## config.mk

```make
export PLATFORM = sky130hd
export DESIGN_NAME = uart_rx_fifo
export DESIGN_NICKNAME = d
export VERILOG_FILES = /design/src/rtl/uart_pkg.sv /design/src/rtl/uart_rx_fifo_mem.sv /design/src/rtl/uart_rx_fifo.sv
export SDC_FILE = /design/constraint.sdc
export NUM_CORES = 1
export LEC_CHECK = 0
export CAP_MARGIN = 20
export CORE_AREA = 4 4 114 116
export DETAILED_ROUTE_END_ITERATION = 7
export DIE_AREA = 0 0 118 120
export DONT_BUFFER_PORTS = 1
export GPL_TIMING_DRIVEN = 0
export PLACE_DENSITY = 0.68
export SYNTH_ARGS = -nofsm -noshare
export SYNTH_HDL_FRONTEND = slang
export SYNTH_HIERARCHICAL = 1
export SYNTH_SLANG_ARGS = --single-unit
```

## constraint.sdc

```tcl
create_clock -name clk -period 10.36 [get_ports clk]
set_clock_uncertainty 0.15 [all_clocks]
set_input_delay 2.072 -clock clk [delete_from_list [all_inputs] [get_ports clk]]
set_output_delay 2.072 -clock clk [all_outputs]
set_load 0.005 [all_outputs]
```

## src/rtl/uart_pkg.sv

```systemverilog
// Shared UART constants used by uart_rx, uart_tx and uart_rx_fifo.
//   UART_WIDTH           character width in bits
//   UART_FIFO_DEPTH_LOG2 default log2 depth of the receive buffer array
package uart_pkg;

  localparam int UART_WIDTH           = 8;
  localparam int UART_FIFO_DEPTH_LOG2 = 4;

endpackage

```

## src/rtl/uart_rx_fifo_mem.sv

```systemverilog
// Simple dual-port RAM for the receive buffer: synchronous write, synchronous
// read with enable. The read register doubles as the FIFO output register,
// which is why it alone carries a reset; the array itself is never reset.
// Ports:
//   clk, rst        clock, asynchronous active-high reset (read register only)
//   we, waddr, wdata  write port
//   re, raddr       read enable and address
//   rdata           registered read data
module uart_rx_fifo_mem #(
  parameter int WIDTH  = 8,
  parameter int ADDR_W = 4
) (
  input  logic              clk,
  input  logic              rst,
  input  logic              we,
  input  logic [ADDR_W-1:0] waddr,
  input  logic [WIDTH-1:0]  wdata,
  input  logic              re,
  input  logic [ADDR_W-1:0] raddr,
  output logic [WIDTH-1:0]  rdata
);

  logic [WIDTH-1:0] mem [2**ADDR_W];

  always_ff @(posedge clk) begin
    if (we) mem[waddr] <= wdata;
  end

  // Read-first: a read and write of the same slot on one edge returns the
  // old contents, which is what a refill from a full array needs.
  always_ff @(posedge clk or posedge rst) begin
    if (rst) rdata <= '0;
    else if (re) rdata <= mem[raddr];
  end

endmodule

```

## src/rtl/uart_rx_fifo.sv

```systemverilog
// Receive-side buffer behind uart_rx. Each rising edge of wr_stb stores one
// byte; bytes are presented first-word-fall-through from a registered output.
// Capacity is DEPTH bytes in the array plus one in the output register.
// Ports:
//   clk, rst      system clock, asynchronous active-high reset
//   wr_data       byte from uart_rx
//   wr_stb        uart_rx recv; one write per rising edge
//   rd_en         consumer pop request
//   rd_data       head byte, valid while rd_valid
//   rd_valid      output register holds a byte
//   full          array holds DEPTH bytes
//   level         bytes held, array plus output register
//   overrun       sticky dropped-byte flag, cleared by overrun_clr
module uart_rx_fifo
  import uart_pkg::*;
#(
  parameter int WIDTH      = UART_WIDTH,
  parameter int DEPTH_LOG2 = UART_FIFO_DEPTH_LOG2
) (
  input  logic                  clk,
  input  logic                  rst,
  input  logic [WIDTH-1:0]      wr_data,
  input  logic                  wr_stb,
  input  logic                  rd_en,
  output logic [WIDTH-1:0]      rd_data,
  output logic                  rd_valid,
  output logic                  full,
  output logic [DEPTH_LOG2:0]   level,
  output logic                  overrun,
  input  logic                  overrun_clr
);

  localparam int PW = DEPTH_LOG2 + 1;

  logic [PW-1:0] wr_ptr, rd_ptr, wr_ptr_nxt, rd_ptr_nxt, level_nxt;
  logic          wr_stb_q, wr_fire, empty, load, accept, drop;
  logic          rd_valid_nxt, full_nxt;

  always_comb begin
    empty        = (wr_ptr == rd_ptr);
    wr_fire      = wr_stb & ~wr_stb_q;
    load         = ~empty & (~rd_valid | rd_en);
    // A refill from a full array frees the slot the write lands in.
    accept       = wr_fire & (~full | load);
    drop         = wr_fire & ~accept;
    wr_ptr_nxt   = wr_ptr + {{(PW-1){1'b0}}, accept};
    rd_ptr_nxt   = rd_ptr + {{(PW-1){1'b0}}, load};
    rd_valid_nxt = load | (rd_valid & ~rd_en);
    full_nxt     = (wr_ptr_nxt[PW-1] != rd_ptr_nxt[PW-1]) &&
                   (wr_ptr_nxt[PW-2:0] == rd_ptr_nxt[PW-2:0]);
    level_nxt    = (wr_ptr_nxt - rd_ptr_nxt) + {{(PW-1){1'b0}}, rd_valid_nxt};
  end

  always_ff @(posedge clk or posedge rst) begin
    if (rst) begin
      wr_stb_q <= 1'b0;
      wr_ptr   <= '0;
      rd_ptr   <= '0;
      rd_valid <= 1'b0;
      full     <= 1'b0;
      level    <= '0;
      overrun  <= 1'b0;
    end else begin
      wr_stb_q <= wr_stb;
      wr_ptr   <= wr_ptr_nxt;
      rd_ptr   <= rd_ptr_nxt;
      rd_valid <= rd_valid_nxt;
      full     <= full_nxt;
      level    <= level_nxt;
      // Set has priority over clear.
      overrun  <= drop | (overrun & ~overrun_clr);
    end
  end

  uart_rx_fifo_mem #(
    .WIDTH  (WIDTH),
    .ADDR_W (DEPTH_LOG2)
  ) u_mem (
    .clk   (clk),
    .rst   (rst),
    .we    (accept),
    .waddr (wr_ptr[PW-2:0]),
    .wdata (wr_data),
    .re    (load),
    .raddr (rd_ptr[PW-2:0]),
    .rdata (rd_data)
  );

endmodule

```

==> run_results.csv <==
group,metric,value,unit
status,status,"complete, no violations",
global_routing,grt_pass1_vias,3226,
critical_path,worstSetupPathType,"in2reg",
die,die-area,14160,um2
min_path,worstHoldStart,"wr_ptr[4]",
finish,n_fill_cell,885,
finish,final_area,7089,um2
die,dieHeight,120,um
route,vias_per_cell,5.904,
die,io_pins,29,
finish,layout_commonest_cell,"edfxtp_1",
power_and_ir_drop,pwr-share-clk,28.4,%
sta,rsz0062_at_grt,"no",
route,vias,2964,
critical_path,cp.arrival,4560,ps
flow_run,cap_viol_max_count,0,
yosys,synth-edff-count,128,
sta,timing.final.crit_share,42.68,%
placed_design,portBuffers,0,
yosys,synth-seq-cells,155,
critical_path,endpoint_kind,"register",
clocking,cts_tree,"done",
sta,fmax,0.2261,GHz
power_and_ir_drop,power_frac_comb,32.5,%
die,die_x,118,um
finish,multi_input_area,1620,um2
yosys,async_flop_share,17.42,%
finish,utilization,59.52,%
yosys,synth_nets,345,
die,core_area,11910,um2
clocking,insertion_delay,410,ps
yosys,syn_area,6304,um2
yosys,seq_area_frac_synth,71.70,%
placed_design,placedInstanceArea,6507,um2
global_routing,antenna_found_initial,0,
placed_design,hpwl,7.569,mm
global_routing,grt_overflow,0,
yosys,synthFlopType,"edfxtp_1",
power_and_ir_drop,powerDensity,299.7,nW/um2
critical_path,worstPathRequired,10500,ps
critical_path,r2r_slack,6610,ps
power_and_ir_drop,switching_power,0.6441,mW
sta,worst_slew_pin_slew,945.9,ps
route,dr.pass1.iters,4,
route,drt-total-wl,11.64,mm
clocking,cts.sinks,155,
power_and_ir_drop,seq_power_share,39.1,%
critical_path,reg2reg_depth,12,
clocking,clk_pin_slew,60,ps
clocking,clockRootBuffer,"clkbuf_16",
global_routing,track_usage,17.90,%
finish,mostFrequentLayoutCells,"edfxtp_1, dfrtp_1, mux4_2",
sta,fin_crit,4422,ps
finish,layout-drive-gt1-share,22.54,%
yosys,synth_cell_types,36,
clocking,clockBufferDepth,2,
clocking,cts_resized,0,
sta,hold_viol,0,
route,drtIter0Drc,253,
global_routing,grt_max_degree,20,
finish,nets,366,
power_and_ir_drop,p_int,1.480,mW
sta,setup_slack,5938,ps
critical_path,r2r-end,"level[4]",
placed_design,dp_slack,5494,ps
sta,finalSetupViolCount,0,
finish,area_growth,12.47,%
critical_path,path_max_fanout,5,
yosys,ys_warn_count,6,
power_and_ir_drop,power,2.124,mW
clocking,hold_buffers,0,
power_and_ir_drop,peakVddDrop,0.2518,mV
global_routing,grt_first_pass_wirelength,18.29,mm
critical_path,cp-start-kind,"input port",
min_path,min_path_type,"reg2reg",
sta,final.setup.tns,0,ps
yosys,syn_inst,321,
sta,slew_violations,0,
min_path,hold-path-cell-count,1,
clocking,htree_levels,4,
clocking,cts_buffers,17,
finish,insertedDiodeCount,0,
critical_path,timing.rr.start,"wr_ptr[1]",
placed_design,finalWeightedCongestion,0.7809,
power_and_ir_drop,leakagePower,2.443,nW
die,rows,40,
route,drc_errors,0,
power_and_ir_drop,swShare,30.32,%
yosys,syn_avg_cell_area,19.64,um2
clocking,cts_setup_buffers,0,
min_path,holdPathEnd,"wr_ptr[4]",
sta,max-slew-margin-rel,36.71,%
route,wl_per_cell,23.19,um
die,start_util,52.92,%
route,drtAntennaViolNets,0,
finish,ff_latch_area,4519,um2
kinds of logic after synthesis:
group / share of synthesized area, %
AO/OA/AOI/OAI: 3.791
XOR/XNOR: 2.719
adder cells (fa/ha/maj): 2.303
buffers and inverters: 2.759
flip-flops: 71.70
multiplexers: 13.06
AND/OR/NAND/NOR: 3.672
worst max path at each step:
stage,cells after the start,start,end
2_1_floorplan,11,rd_en,level[4]
3_3_place_gp,5,rd_en,u_mem/mem[0][5]
3_5_place_dp,11,rd_en,level[4]
4_1_cts,11,rd_en,level[4]
5_1_grt,11,rd_en,level[4]
6_report,11,rd_en,level[4]
layout make-up:
cell class                      instances  area share [%]
Sequential cell                       155           63.75
Multi-Input combinational cell        140           22.86
Clock buffer                           19           6.107
Tap cell                              147           2.594
Clock inverter                         13           2.100
Buffer                                 14           1.818
Inverter                               12          0.6354
Timing Repair Buffer                    2          0.1412
sequential cells by signal, summed over array words and instances, names as in the netlist:
name,cells
overrun,1
level,5
u_mem/rdata,8
wr_stb_q,1
rd_ptr,5
wr_ptr,5
full,1
rd_valid,1
u_mem/mem,128
worst max-delay path, cell delays in order:
cell and delay (ps):
nand2b_1 160, o41a_1 200, o21ba_2 280, ha_1 200, ha_1 210, xnor2_1 330, xor2_1 230, ha_1 290
a21o_1 170, a21oi_1 190, xnor3_1 230
synth_stat cells (2+ instances only):
library cell | number | area, um2
nand2_1 | 3 | 11.26
and2_1 | 2 | 12.51
buf_2 | 2 | 10.01
inv_1 | 12 | 45.04
nand3b_1 | 2 | 15.01
buf_1 | 4 | 15.01
a221oi_2 | 8 | 120.1
mux2i_1 | 8 | 80.08
a21oi_1 | 2 | 10.01
mux4_2 | 26 | 585.6
nand2b_1 | 5 | 31.28
buf_6 | 5 | 56.30
xnor2_1 | 11 | 96.34
ha_1 | 10 | 125.1
nor2_1 | 22 | 82.58
mux4_1 | 6 | 157.7
edfxtp_1 | 128 | 3844
nor3_1 | 4 | 20.02
a21o_1 | 2 | 15.01
xor2_1 | 6 | 52.55
dfrtp_1 | 27 | 675.7
o22ai_1 | 7 | 43.79
nand3_1 | 5 | 25.02
buf_12 | 2 | 40.04
stage by stage:
step                      hold slack, ps  instances
final                              386.1        502
after detailed placement           379.9        470
after floorplan                    352.1        321
after global routing               441.8        502
after global placement             371.5        468
after CTS                          391.9        502
layer usage:
| layer | global-route usage, % | up-vias | wire, um |
|---|---|---|---|
| met1 | 22.81 | 1544 | 4760 |
| met4 | 6.374 | 0 | 163 |
| met5 | 0 | - | 0 |
| met2 | 29.21 | 82 | 5871 |
| met3 | 5.655 | 12 | 844 |
| li1 | - | 1326 | - |
power by group through the flow:
stage	sequential (mW)	clock [mW]	combinational, mW
2_1_floorplan	0.816	0	0.564
3_3_place_gp	0.835	0	0.689
3_5_place_dp	0.840	0	0.701
4_1_cts	0.830	0.614	0.705
5_1_grt	0.840	0.645	0.769
6_report	0.831	0.603	0.691
Note: power is estimated with default switching activity, not from simulation.
